$ cat src/rtl/pipe_hazard_ctrl.sv
// rtl/pipe_hazard_ctrl.sv - pipeline sequencing, hazard and forwarding control for the 5-stage core
//
// Tracks shadow copies of the decoder control fields through EX/MEM/WB and
// derives from them the stage enables, flushes, load-use bubbles, EX operand
// forward selects and the data-memory request handshake.
//
// Ports:
//   clk, rst_n                 core clock, asynchronous active-low reset
//   id_*                       decoded fields of the instruction currently in ID
//   ex_redirect                EX resolved a taken branch/jump this cycle
//   dmem_ack                   data memory completes the outstanding access
//   pc_en, *_en                PC and pipeline register load enables
//   if_id_flush, id_ex_flush   squash IF/ID, inject bubble into ID/EX
//   fwd_a, fwd_b               EX operand source: 00 regfile, 10 MEM, 01 WB
//   dmem_req                   data memory request
//   stall_cycles               saturating count of non-advancing cycles

module pipe_hazard_ctrl #(
    parameter int REG_AW = 5,
    parameter int CNT_W  = 32
) (
    input  logic              clk,
    input  logic              rst_n,
    input  logic              id_valid,
    input  logic [REG_AW-1:0] id_rs1_addr,
    input  logic [REG_AW-1:0] id_rs2_addr,
    input  logic              id_uses_rs1,
    input  logic              id_uses_rs2,
    input  logic [REG_AW-1:0] id_rd_addr,
    input  logic              id_reg_write,
    input  logic              id_mem_read,
    input  logic              id_mem_write,
    input  logic              ex_redirect,
    input  logic              dmem_ack,
    output logic              pc_en,
    output logic              if_id_en,
    output logic              if_id_flush,
    output logic              id_ex_en,
    output logic              id_ex_flush,
    output logic              ex_mem_en,
    output logic              mem_wb_en,
    output logic [1:0]        fwd_a,
    output logic [1:0]        fwd_b,
    output logic              dmem_req,
    output logic [CNT_W-1:0]  stall_cycles
);

    typedef enum logic {RUN, MEM_WAIT} state_t;

    state_t state, state_nxt;

    // Shadow pipeline control fields
    logic              ex_v, ex_rw, ex_mr, ex_mw;
    logic [REG_AW-1:0] ex_rs1, ex_rs2, ex_rd;
    logic              mem_v, mem_rw, mem_mr, mem_mw;
    logic [REG_AW-1:0] mem_rd;
    logic              wb_v, wb_rw;
    logic [REG_AW-1:0] wb_rd;

    logic mem_access, mem_hold, redirect, load_use;
    logic rs1_hit, rs2_hit;
    logic mem_fwd_ok, wb_fwd_ok;

    assign mem_access = mem_v & (mem_mr | mem_mw);

    // FSM: request is held continuously while waiting for the ack
    always_comb begin
        state_nxt = state;
        dmem_req  = 1'b0;
        case (state)
            RUN: begin
                dmem_req = mem_access;
                if (mem_access && !dmem_ack) state_nxt = MEM_WAIT;
            end
            MEM_WAIT: begin
                dmem_req = 1'b1;
                if (dmem_ack) state_nxt = RUN;
            end
            default: state_nxt = RUN;
        endcase
    end

    assign mem_hold = dmem_req & ~dmem_ack;

    // Redirect and load-use are only acted on when the pipe advances;
    // during a hold EX is frozen and they are re-evaluated later.
    assign rs1_hit  = id_uses_rs1 && (id_rs1_addr == ex_rd);
    assign rs2_hit  = id_uses_rs2 && (id_rs2_addr == ex_rd);
    assign redirect = ~mem_hold & ex_v & ex_redirect;
    assign load_use = ~mem_hold & ~redirect & id_valid & ex_v & ex_mr &
                      (ex_rd != '0) & (rs1_hit | rs2_hit);

    always_comb begin
        pc_en       = 1'b1;
        if_id_en    = 1'b1;
        if_id_flush = 1'b0;
        id_ex_en    = 1'b1;
        id_ex_flush = 1'b0;
        ex_mem_en   = 1'b1;
        mem_wb_en   = 1'b1;
        if (mem_hold) begin
            pc_en     = 1'b0;
            if_id_en  = 1'b0;
            id_ex_en  = 1'b0;
            ex_mem_en = 1'b0;
            mem_wb_en = 1'b0;
        end else if (redirect) begin
            if_id_flush = 1'b1;
            id_ex_flush = 1'b1;
        end else if (load_use) begin
            pc_en       = 1'b0;
            if_id_en    = 1'b0;
            id_ex_flush = 1'b1;
        end
    end

    // Loads in MEM have no data yet, so they are not a MEM forward source
    assign mem_fwd_ok = mem_v & mem_rw & ~mem_mr & (mem_rd != '0);
    assign wb_fwd_ok  = wb_v & wb_rw & (wb_rd != '0);

    assign fwd_a = (mem_fwd_ok && mem_rd == ex_rs1) ? 2'b10 :
                   (wb_fwd_ok  && wb_rd  == ex_rs1) ? 2'b01 : 2'b00;
    assign fwd_b = (mem_fwd_ok && mem_rd == ex_rs2) ? 2'b10 :
                   (wb_fwd_ok  && wb_rd  == ex_rs2) ? 2'b01 : 2'b00;

    always_ff @(posedge clk or negedge rst_n) begin
        if (!rst_n) begin
            state <= RUN;
        end else begin
            state <= state_nxt;
        end
    end

    always_ff @(posedge clk or negedge rst_n) begin
        if (!rst_n) begin
            ex_v   <= 1'b0;
            ex_rs1 <= '0;
            ex_rs2 <= '0;
            ex_rd  <= '0;
            ex_rw  <= 1'b0;
            ex_mr  <= 1'b0;
            ex_mw  <= 1'b0;
            mem_v  <= 1'b0;
            mem_rd <= '0;
            mem_rw <= 1'b0;
            mem_mr <= 1'b0;
            mem_mw <= 1'b0;
            wb_v   <= 1'b0;
            wb_rd  <= '0;
            wb_rw  <= 1'b0;
        end else if (mem_hold) begin
            // WB retires its instruction once; it sees bubbles while frozen
            wb_v <= 1'b0;
        end else begin
            wb_v   <= mem_v;
            wb_rd  <= mem_rd;
            wb_rw  <= mem_rw;
            mem_v  <= ex_v;
            mem_rd <= ex_rd;
            mem_rw <= ex_rw;
            mem_mr <= ex_mr;
            mem_mw <= ex_mw;
            ex_v   <= id_valid & ~redirect & ~load_use;
            ex_rs1 <= id_rs1_addr;
            ex_rs2 <= id_rs2_addr;
            ex_rd  <= id_rd_addr;
            ex_rw  <= id_reg_write;
            ex_mr  <= id_mem_read;
            ex_mw  <= id_mem_write;
        end
    end

    always_ff @(posedge clk or negedge rst_n) begin
        if (!rst_n) begin
            stall_cycles <= '0;
        end else if ((mem_hold || load_use) && (stall_cycles != '1)) begin
            stall_cycles <= stall_cycles + CNT_W'(1);
        end
    end

endmodule

$ cat config.mk
export PLATFORM = sky130hd
export DESIGN_NAME = pipe_hazard_ctrl
export DESIGN_NICKNAME = d
export VERILOG_FILES = /design/src/rtl/pipe_hazard_ctrl.sv
export SDC_FILE = /design/constraint.sdc
export NUM_CORES = 1
export LEC_CHECK = 0
export CAP_MARGIN = 10
export CORE_UTILIZATION = 51
export DETAILED_ROUTE_END_ITERATION = 10
export GPL_ROUTABILITY_DRIVEN = 0
export GPL_TIMING_DRIVEN = 0
export PLACE_DENSITY = 0.8
export RECOVER_POWER = 25
export SKIP_LAST_GASP = 1
export SLEW_MARGIN = 5
export SYNTH_ARGS = -nofsm -noshare
export SYNTH_HDL_FRONTEND = slang
export SYNTH_SLANG_ARGS = --single-unit
$ cat constraint.sdc
create_clock -name clk -period 2.3 [get_ports clk]
set_input_delay 0.345 -clock clk [delete_from_list [all_inputs] [get_ports clk]]
set_output_delay 0.345 -clock clk [all_outputs]
set_load 0.005 [all_outputs]
==> results summary, run 1 <==
The count of hold-fix buffers inserted at cts is 0. The share of the Yosys chip area taken by registers is 51.0%. The total congestion overflow is 0.

The tool flagged a number of max-cap violations equal to 1. The post-route met1 wirelength came out at roughly 3400 µm. The number of antenna-violating nets in the routed design came out at 0. The worst-case hold slack came out at about 0.41 ns. The area share of the leading cell type in the synthesized netlist came out at approximately half.

The count of endpoints failing hold in the final timing report came out at 0. The antenna diode count came out at 0. Cell internal power was estimated by the tool at between 3000 and 4000 µW. The worst max-slew margin expressed relative to the limit is -9.80%. The final-report setup violation count is 6. Setup repair after global routing could not meet its margin everywhere. The sink count of the clock tree came out at between 60 and 70. STA classifies the critical path startpoint as a register. The final reports fail on capacitance limit, slew limit, setup timing. The top cell type by total area after synthesis is dfrtp_1. The port buffer count came out at 68. In this run, the number of DRC markers left after iteration 0 of detailed routing was approximately 170. The initial cell density of the core is a little over half.

In this run, CTS created clock tree buffers numbering 9. In this run the critical register-to-register path is captured at stall_cycles[12]. The part of the power in combinational logic came out at about 36%. The maximum buffer depth of the clock tree came out at 2. The number of global-route vias before repair is a little under 3000. The min-delay analysis places its worst path in the category in -> async.

The synthesis warning total came out at 0. The number of antenna violations at the first check in global routing is 0. Summed over all nets, the switching power comes to between 1500 and 2000 µW.

The final design instance area without fill came out at between 4000 and 5000 µm². The highest net fanout along the worst path came out at 3. The detailed router used layers up to and including met4. The number of nets handed over by synthesis was 380. Leaving out fill and tap cells, the most frequent cell in the layout is nand2_1.

The worst setup path is captured at a primary output. The required time of the worst setup path came out at 1.96 ns. The total leakage power is roughly 0.0021 µW.

Of the total power, registers draw 38.0%. The share of the clock period used by the worst path after layout is 104%. CTS placed an instance of clkbuf_8 at the clock tree root. The final clock skew is between 0.01 and 0.015 ns. The cell with the biggest individual delay on the critical path is or4_4. The pin slew with the least headroom to its limit is about 1.6 ns. The critical path in this run is classified as reg -> out. Cells with a size suffix above 1 make up a little under a fifth of the layout. The maximum number of pins on one net before global-route repair came out at just under 70. The worst register-to-register path has a depth of 8. The final net count came out at about 490. The clock network fraction of total power is approximately 26%. The internal reg-to-reg setup slack came out at about 0.020 ns. After synthesis, the mean cell area works out to ~9.4 µm². The final-layout setup total negative slack is -0.345 ns. The clock-pin transition on the worst setup and hold timing paths came out at approximately 0.080 ns.

After detailed routing, the met2 layer carries about 4600 µm of wire. The top cell types in the final layout, fill and taps aside, are nand2_1 (118), dfrtp_1 (60), clkdlybuf4s50_1 (59). The synthesis-stage register bit count came out at about 70. The number of max-slew violations in the final report is 69. The switching fraction of total power came out at between 30% and 40%. In the global route stage, overall resource usage came out at a little over a quarter. The flow ran to the end, but the final reports show violations. Across the VDD grid, the largest voltage drop is 587 µV. The floorplan step defined a die boundary enclosing 6870 µm². After detailed routing, the number of vias per cell comes to between 5 and 6. The sum of met3 wire segment lengths after detailed routing is about 640 µm. The via count of the routed design came out at 2971. The worst register-to-register path begins at stall_cycles[1]. The buffering stage count on the worst path with inverters included came out at 3. The worst-skew pair later-pin latency came out at approximately 0.35 ns. The area of the placeable core came out at about 6300 µm². The number of detailed-routing iterations run before antenna repair came out at 4.

The area added between synthesis and finish is 40.4%. Once detailed placement completed, the half-perimeter wirelength came to around 5500 µm. CTS built an H-tree with a depth of 3. For this run, the slowest stage of the critical path takes ~0.54 ns. The number of distinct library cell variants in the gate-level netlist after synthesis came out at 34.

The count of boundary I/O pins is 69. The area of the mapped netlist came out at around 3300 µm². For this run, the top clock speed supported by timing is between 0.4 and 0.5 GHz. The number of inserted filler cells in the final layout came out at about 440. The number of rows in the core area is 29. The vertical die dimension is just over 80 µm. The minimum clock period after layout came out at around 2.4 ns.

The cell family with the largest share of critical-path delay is simple AND/OR/NAND/NOR gates. The die boundary width came out at ~83 µm. The wire length of the first global-routing pass came out at around 15000 µm. The worst path setup slack after routing came out at -0.100 ns. The clock tree from TritonCTS is built. Traced cell by cell, the critical path runs through or4_4, o211ai_1, buf_4, o21ai_4, o21ai_4, buf_6, buf_6. The power density normalized to cell area is 1040 nW/µm². After detailed routing, the number of remaining DRC violations is 0. The final layout contains routed wiring with a total length of ~9000 µm. The detailed-route wire length per cell came out at between 15 and 20 µm.

The arrival time of data at the critical path endpoint came out at between 2 and 2.5 ns. The area of placed instances is 4110 µm². Ranked by total cell area, the synthesized netlist is headed by dfrtp_1 (51%), nand2_1 (13%), xnor2_1 (11%), xor2_1 (5.3%), nand3_1 (2.4%). The synthesized instance count came out at between 300 and 400.
## per-layer routing
layer | global-route usage, % | up-vias
li1 | - | 1378
met1 | 32.7 | 1432
met2 | 44.2 | 129
met3 | 7.85 | 32
met4 | 15.8 | 0
met5 | 0 | -
## what timing repair did
item / 4_1_cts / 5_1_grt
endpoints found under the hold margin: 0 / 0
endpoints found under the setup margin: 34 / 34
buffers inserted: 20 / 6
gates resized for setup: 50 / 17
pin swaps: 11 / 8
gates cloned: 0 / 0
## synth_stat cells (all sizes together)
master,instances
nor4,5
and2,2
or4,5
xnor2,41
dfrtp,68
o22ai,1
buf,6
nor3,6
a2111oi,1
nand3b,1
nand2b,1
inv,6
o21ai,5
nand4,12
and3,5
clkbuf,7
nand2,118
xor2,20
o211a,1
or3,2
o211ai,4
ha,1
nand3,19
a211oi,1
a21oi,2
and4,3
nor2,11
## through the flow
step / utilization, % / power (µW) / worst slack [ns] / cells
final: 74.2 / 4870 / -0.100 / 541
after global routing: 74.2 / 5120 / -0.158 / 541
after CTS: 72.4 / 4670 / -0.115 / 535
after detailed placement: 65.1 / 3110 / -0.573 / 499
after global placement: 65.1 / 3050 / -1.35 / 499
after floorplan: - / 2600 / 0.153 / 354
## final cells by class
type	count	area, µm²	area share [%]
clock buffer	12	155	3.31
sequential	68	1710	36.6
buffer	13	101	2.16
timing repair buffer	94	860	18.4
clock inverter	4	95.1	2.03
inverter	6	22.5	0.481
multi-input combinational	267	1640	35.0
tap	77	96.3	2.06
## worst max-delay path by stage
stage | start | endpoint | cells past startpoint
6_report | ex_rd[2] | pc_en | 7
5_1_grt | ex_rd[2] | pc_en | 7
3_5_place_dp | id_rs1_addr[4] | pc_en | 7
4_1_cts | ex_rd[3] | pc_en | 7
3_3_place_gp | rst_n | stall_cycles[20] | 1
2_1_floorplan | stall_cycles[0] | stall_cycles[17] | 8
## power groups by stage
stage | clock network (µW) | logic, µW | registers, µW
after floorplan | 0 | 828 | 1770
after global placement | 0 | 1180 | 1870
after detailed placement | 0 | 1230 | 1880
after CTS | 1240 | 1610 | 1810
after global routing | 1310 | 1930 | 1880
final | 1250 | 1780 | 1850
## flip-flops by register name, summed over array words and instances, names as in the netlist, 5 cells and up
signal        cells
ex_rs2            5
wb_rd             5
ex_rd             5
mem_rd            5
stall_cycles     32
ex_rs1            5
## cell families after synthesis
logic type	count (synthesis)	synth area share [%]
simple gates	190	26.4
flops	68	51.0
xor+xnor	61	16.0
buf+inv	19	2.93
compound gates	15	3.26
fa+ha+maj	1	0.375
No activity file was read; power rests on OpenSTA's default activity.
==> inputs of run 2 (changes only) <==
Settings changed: ABC_CLOCK_PERIOD_IN_PS set to 2300.
==> results of run 2 <==
Same layout as run 1: the final DEF is identical, and so are final timing and power.
